**src/rtl/dsp_config_loader_if.sv**
```systemverilog
// rtl/dsp_config_loader_if.sv - host-side configuration word stream (valid/ready)
interface dsp_config_loader_if #(
   parameter int WORD_W = 32
) ();
   logic [WORD_W-1:0] cfg_data;
   logic              cfg_valid;
   logic              cfg_ready;

   modport master (output cfg_data, output cfg_valid, input cfg_ready);
   modport slave  (input cfg_data, input cfg_valid, output cfg_ready);
endinterface

```
**src/rtl/dsp_config_loader.sv**
```systemverilog
// rtl/dsp_config_loader.sv - serialises host configuration words LSB-first into the DSP slice scan chain
module dsp_config_loader #(
   parameter  int CHAIN_LEN = 256,
   parameter  int WORD_W    = 32,
   localparam int NWORDS    = (CHAIN_LEN + WORD_W - 1) / WORD_W,
   localparam int BCW       = $clog2(CHAIN_LEN + 1)
) (
   input  logic                clk,
   input  logic                reset_n,
   input  logic                start,
   dsp_config_loader_if.slave  cfg,
   output logic                configuration_input,
   output logic                configuration_enable,
   output logic                busy,
   output logic                done,
   output logic [BCW-1:0]      bit_count
);
   localparam int SBW = $clog2(WORD_W + 1);
   localparam int WAW = $clog2(NWORDS + 1);
   localparam logic [WAW-1:0] NWORDS_W = WAW'(NWORDS);
   localparam logic [BCW-1:0] LAST_BIT = BCW'(CHAIN_LEN - 1);

   typedef enum logic [1:0] {S_IDLE, S_SHIFT, S_DONE} state_t;

   state_t            state;
   logic [WORD_W-1:0] shreg;
   logic [WORD_W-1:0] hold;
   logic [SBW-1:0]    shreg_bits;
   logic              hold_full;
   logic [WAW-1:0]    words_accepted;
   logic [BCW-1:0]    loaded_bits;

   logic              handshake;
   logic              shifting;
   logic              emptying;
   logic [31:0]       remaining;
   logic [SBW-1:0]    load_amt;

   assign cfg.cfg_ready = (state == S_SHIFT) && !hold_full && (words_accepted < NWORDS_W);
   assign handshake     = cfg.cfg_valid && cfg.cfg_ready;
   assign shifting      = (state == S_SHIFT) && (shreg_bits != '0);
   assign emptying      = (shreg_bits <= SBW'(1));

   // The final word only contributes the bits still owed to the chain.
   assign remaining = 32'(CHAIN_LEN) - 32'(loaded_bits);
   assign load_amt  = (remaining > 32'(WORD_W)) ? SBW'(WORD_W) : SBW'(remaining);

   assign configuration_input  = shreg[0];
   assign configuration_enable = shifting;

   always_ff @(posedge clk or negedge reset_n) begin
      if (!reset_n) begin
         state          <= S_IDLE;
         shreg          <= '0;
         hold           <= '0;
         shreg_bits     <= '0;
         hold_full      <= 1'b0;
         words_accepted <= '0;
         loaded_bits    <= '0;
         bit_count      <= '0;
         busy           <= 1'b0;
         done           <= 1'b0;
      end else begin
         case (state)
            S_IDLE: begin
               if (start) begin
                  state          <= S_SHIFT;
                  busy           <= 1'b1;
                  bit_count      <= '0;
                  words_accepted <= '0;
                  loaded_bits    <= '0;
                  shreg_bits     <= '0;
                  hold_full      <= 1'b0;
               end
            end
            S_SHIFT: begin
               if (shifting) begin
                  shreg      <= shreg >> 1;
                  shreg_bits <= shreg_bits - SBW'(1);
                  bit_count  <= bit_count + BCW'(1);
               end
               if (handshake) begin
                  words_accepted <= words_accepted + WAW'(1);
               end
               // Refill on the same edge the last bit leaves so a full stream stays gapless.
               if (emptying) begin
                  if (hold_full) begin
                     shreg       <= hold;
                     shreg_bits  <= load_amt;
                     loaded_bits <= loaded_bits + BCW'(load_amt);
                     hold_full   <= 1'b0;
                  end else if (handshake) begin
                     shreg       <= cfg.cfg_data;
                     shreg_bits  <= load_amt;
                     loaded_bits <= loaded_bits + BCW'(load_amt);
                  end
               end else if (handshake) begin
                  hold      <= cfg.cfg_data;
                  hold_full <= 1'b1;
               end
               if (shifting && (bit_count == LAST_BIT)) begin
                  state <= S_DONE;
                  busy  <= 1'b0;
                  done  <= 1'b1;
               end
            end
            S_DONE: begin
               state <= S_IDLE;
               done  <= 1'b0;
            end
            default: begin
               state <= S_IDLE;
               busy  <= 1'b0;
               done  <= 1'b0;
            end
         endcase
      end
   end
endmodule

```
**src/flat_wrapper.sv**
```systemverilog
// flat-port wrapper written by rule: the top's interface ports become plain ports
module dsp_config_loader_flat 
#(
   parameter  int CHAIN_LEN = 256,
   parameter  int WORD_W    = 32,
   localparam int NWORDS    = (CHAIN_LEN + WORD_W - 1) / WORD_W,
   localparam int BCW       = $clog2(CHAIN_LEN + 1)
)
  (clk, reset_n, start, configuration_input, configuration_enable, busy, done, bit_count, cfg_cfg_data, cfg_cfg_valid, cfg_cfg_ready);
  dsp_config_loader_if #(.WORD_W(WORD_W)) cfg_i ();
  input  logic clk;
  input  logic reset_n;
  input  logic start;
  output logic configuration_input;
  output logic configuration_enable;
  output logic busy;
  output logic done;
  output logic [BCW-1:0] bit_count;
  input wire logic [$bits(cfg_i.cfg_data)-1:0] cfg_cfg_data;
  input wire logic [$bits(cfg_i.cfg_valid)-1:0] cfg_cfg_valid;
  output wire logic [$bits(cfg_i.cfg_ready)-1:0] cfg_cfg_ready;
  assign cfg_i.cfg_data = cfg_cfg_data;
  assign cfg_i.cfg_valid = cfg_cfg_valid;
  assign cfg_cfg_ready = cfg_i.cfg_ready;
  dsp_config_loader #(.CHAIN_LEN(CHAIN_LEN), .WORD_W(WORD_W)) u_core (.clk(clk), .reset_n(reset_n), .start(start), .cfg(cfg_i), .configuration_input(configuration_input), .configuration_enable(configuration_enable), .busy(busy), .done(done), .bit_count(bit_count));
endmodule
```
**config.mk**
```make
export PLATFORM = sky130hd
export DESIGN_NAME = dsp_config_loader_flat
export DESIGN_NICKNAME = d
export VERILOG_FILES = /design/src/rtl/dsp_config_loader_if.sv /design/src/rtl/dsp_config_loader.sv /design/src/flat_wrapper.sv
export SDC_FILE = /design/constraint.sdc
export NUM_CORES = 1
export LEC_CHECK = 0
export CAP_MARGIN = 20
export CORE_AREA = 2 2 97 99
export DETAILED_ROUTE_END_ITERATION = 16
export DIE_AREA = 0 0 99 101
export GPL_TIMING_DRIVEN = 0
export PLACE_DENSITY_LB_ADDON = 0.15
export SKIP_LAST_GASP = 1
export SLEW_MARGIN = 10
export SYNTH_ARGS = -nofsm -noshare
export SYNTH_HDL_FRONTEND = slang
export SYNTH_SLANG_ARGS = --single-unit
```
**constraint.sdc**
```tcl
create_clock -name clk -period 5.3 [get_ports clk]
set_input_delay 1.06 -clock clk [delete_from_list [all_inputs] [get_ports clk]]
set_output_delay 1.06 -clock clk [all_outputs]
set_load 0.1 [all_outputs]
```
==> out/qor.json <==
{
  "fin_setup_tns_ns": 0,
  "critical_path.max_fanout": 10,
  "timing.rr.start": "u_core.loaded_bits[1]",
  "worst_path_max_delay_cell": "clkdlybuf4s50_1",
  "hold_end": "u_core.done",
  "first_pass_grt_wire_length_um": 19300,
  "drt_drc_violations_left": 0,
  "post-route-util_pct": 65.3,
  "fin_nets": 616,
  "numClockSinks": 97,
  "synth_top_flop_cell": "dfrtp_1",
  "cpLargestDelayFamily": "buffers and inverters",
  "maxClockFrequency_ghz": 0.230,
  "final_design_area_no_fill_um2": 5860,
  "finalSetupViolations": 0,
  "finalWeightedCongestion": 0.942,
  "worst_slew_margin_rel_pct": 31.3,
  "post_synth_num_cell_types": 49,
  "seq_area_frac_synth_pct": 48.3,
  "pin_count": 50,
  "async_reset_ff_share_pct": 100,
  "die_h_um": 101,
  "worstHoldPathType": "flop to flop",
  "grtUsageTotal_pct": 24.1,
  "tritoncts": "done",
  "criticalPathCategory": "flop to output port",
  "hold_path.startpoint": "u_core.done",
  "final-instance-count-excl-fill": 684,
  "run_status": "finished, final reports clean",
  "postSynthNetCount": 555,
  "floorplan.rows": 35,
  "maxCapViolCount": 0,
  "maximum_number_of_pins_on_one_net_before_global_route_repair": 53,
  "place_area_um2": 5680,
  "die-area_um2": 10000,
  "route.vias.total": 4076,
  "final_hold_viol_count": 0,
  "syn2layout_area_growth_pct": 16.6,
  "post-route-period-util_pct": 82.0,
  "antenna-diode-count": 0,
  "initial_core_util_pct": 56.0,
  "antenna_found_initial": 0,
  "slew_violations": 0,
  "tritonroute_pass_1_iters": 4,
  "cpMostUsedCell": "nand2_1",
  "timing.critical_path.from": "u_core.shreg_bits[3]",
  "final_cell_mix": "97 x dfrtp_1, 64 x nand2_1, 48 x clkdlybuf4s50_1",
  "layout_min_cycle_time_ns": 4.35,
  "setup.reg_to_reg.worst_slack_ns": 0.99,
  "cts_repair_resize_count": 0,
  "r2r_cells": 18,
  "core_area_um2": 8980,
  "synthesis.instances": 507,
  "critical_path.cell_chain": "nor4_1 > nand2_1 > nand2_1 > clkinv_1 > clkbuf_1 > clkdlybuf4s50_1",
  "worstPathArrival_ns": 3.29,
  "most_common_cell_after_layout_fill_and_taps_aside": "dfrtp_1",
  "r2r_end": "u_core.loaded_bits[6]",
  "postCtsSetupBuffers": 0,
  "rsz0062_at_grt": "no",
  "cp.required_ns": 4.24,
  "drt-total-wl_um": 11400,
  "synth_enable_flop_cells": 0,
  "cp-start-kind": "flop",
  "via_per_inst": 5.96,
  "syn-cell-area_um2": 5030,
  "first_global_vias": 3959,
  "buffer_ports.inserted": 49,
  "cts_inserted_buffers": 9,
  "hpwl_reported_at_the_end_of_detailed_placement_um": 8230,
  "power_leakage_nw": 2.44,
  "worstSetupEndpointType": "output port",
  "transition_time_at_the_pin_with_the_least_slew_margin_ns": 1.02,
  "final_layout_size_suffix_gt1_share_pct": 10.6,
  "cts.path.max_buffers": 2,
  "synth_area_per_cell_um2": 9.92,
  "clkTransAtPathRegs_ns": 0.09,
  "routed_wire_length_per_instance_um": 16.7,
  "hold_depth": 1,
  "drt.antenna.violating_nets": 0,
  "largest_clock_skew_in_the_final_design_ns": 0.00916,
  "insertion_delay_ns": 0.37,
  "cp_num_buf_inv": 3,
  "count_of_warnings_emitted_by_yosys": 0,
  "detail_route.iter0.violations": 215,
  "critPathMaxStageDelay_ns": 1.03,
  "postSynthRegisterBits": 97,
  "place.detailed.instances": 668,
  "htree_num_levels": 3,
  "ir_drop_uv": 396,
  "die_w_um": 99,
  "globalRouteOverflowTotal": 0,
  "ctsRootBufferMaster": "clkbuf_8",
  "power-per-cell-area_nw_per_um2": 658,
  "cts_hold_buffers": 0
}
[sequential cells by signal, summed over array words and instances, names as in the netlist]
signal                 count
u_core.bit_count           9
u_core.busy                1
u_core.done                1
u_core.hold               32
u_core.hold_full           1
u_core.loaded_bits         9
u_core.shreg              32
u_core.shreg_bits          6
u_core.state               2
u_core.words_accepted      4
[logic make-up after synthesis]
group	Yosys count	share of synthesized area (%)
AOI/OAI and AO/OA	136	19.0
xor gates and xnor gates	11	1.92
adders and majority gates	12	2.99
buffers and inverters	42	3.48
DFF	97	48.3
muxes	36	7.96
and+or+nand+nor	173	16.3
[how the worst max path moves through the flow]
| stage | endpoint | cells past startpoint |
|---|---|---|
| 2_1_floorplan | cfg_cfg_ready | 4 |
| 3_3_place_gp | u_core.hold[25] | 1 |
| 3_5_place_dp | u_core.loaded_bits[6] | 18 |
| 4_1_cts | configuration_enable | 6 |
| 5_1_grt | u_core.loaded_bits[8] | 17 |
| 6_report | configuration_enable | 6 |
[through the flow]
step	hold WS [ns]	power (mW)	setup WS [ns]
2_1_floorplan	0.451	2.87	1.24
3_3_place_gp	0.462	3.32	-0.499
3_5_place_dp	0.473	3.41	1.06
4_1_cts	0.494	3.86	0.947
5_1_grt	0.517	4.14	0.671
6_report	0.489	3.86	0.952
[synth_stat cells (2+ instances only)]
master	n	area, µm²
mux2i_1	4	40.0
buf_6	2	22.5
o211a_1	2	20.0
a221o_1	15	150
nand2_1	64	240
clkbuf_1	23	86.3
xnor2_1	3	26.3
nor2b_1	18	113
mux2_2	32	360
nor4_1	4	25.0
xor2_1	8	70.1
nor2_1	46	173
o21ai_0	32	160
a211oi_1	18	135
a31oi_1	21	131
buf_1	4	15.0
inv_1	10	37.5
or3_1	7	43.8
nand4_1	2	12.5
dfrtp_1	97	2430
o211ai_1	2	15.0
nand3_1	7	35.0
a21o_1	2	15.0
a41oi_1	2	17.5
a21oi_1	13	65.1
and2_1	5	31.3
buf_2	2	10.0
nor3_1	6	30.0
ha_1	12	150
o2111ai_1	2	17.5
and3_1	3	18.8
nand2b_1	4	25.0
a22oi_1	19	143
[power breakdown]
group | total, mW | switching [mW] | internal (mW) | leakage [nW]
Clock | 0.454 | 0.277 | 0.177 | 0.0850
Combinational | 2.07 | 1.32 | 0.747 | 1.17
Sequential | 1.33 | 0.248 | 1.08 | 1.19
[area by class of cell]
type                    instances  area [µm²]
fillers                       749        3110
flip-flops and latches         97        2430
multi-input cells             368        2430
repair buffers                 50         515
well taps                     111         139
plain buffers                  31         134
clock buffers                  10         128
clock inverters                 6        52.6
inverters                      11        41.3
[routing by layer]
| layer | part of all wire, % | vias to the layer above | track usage [%] |
|---|---|---|---|
| met5 | 0 | - | 0 |
| met4 | 1.8 | 0 | 7.48 |
| met3 | 3.6 | 12 | 4.16 |
| met2 | 48 | 91 | 39.0 |
| met1 | 46 | 2005 | 33.5 |
| li1 | - | 1968 | - |
Note: power is estimated with default switching activity, not from simulation.
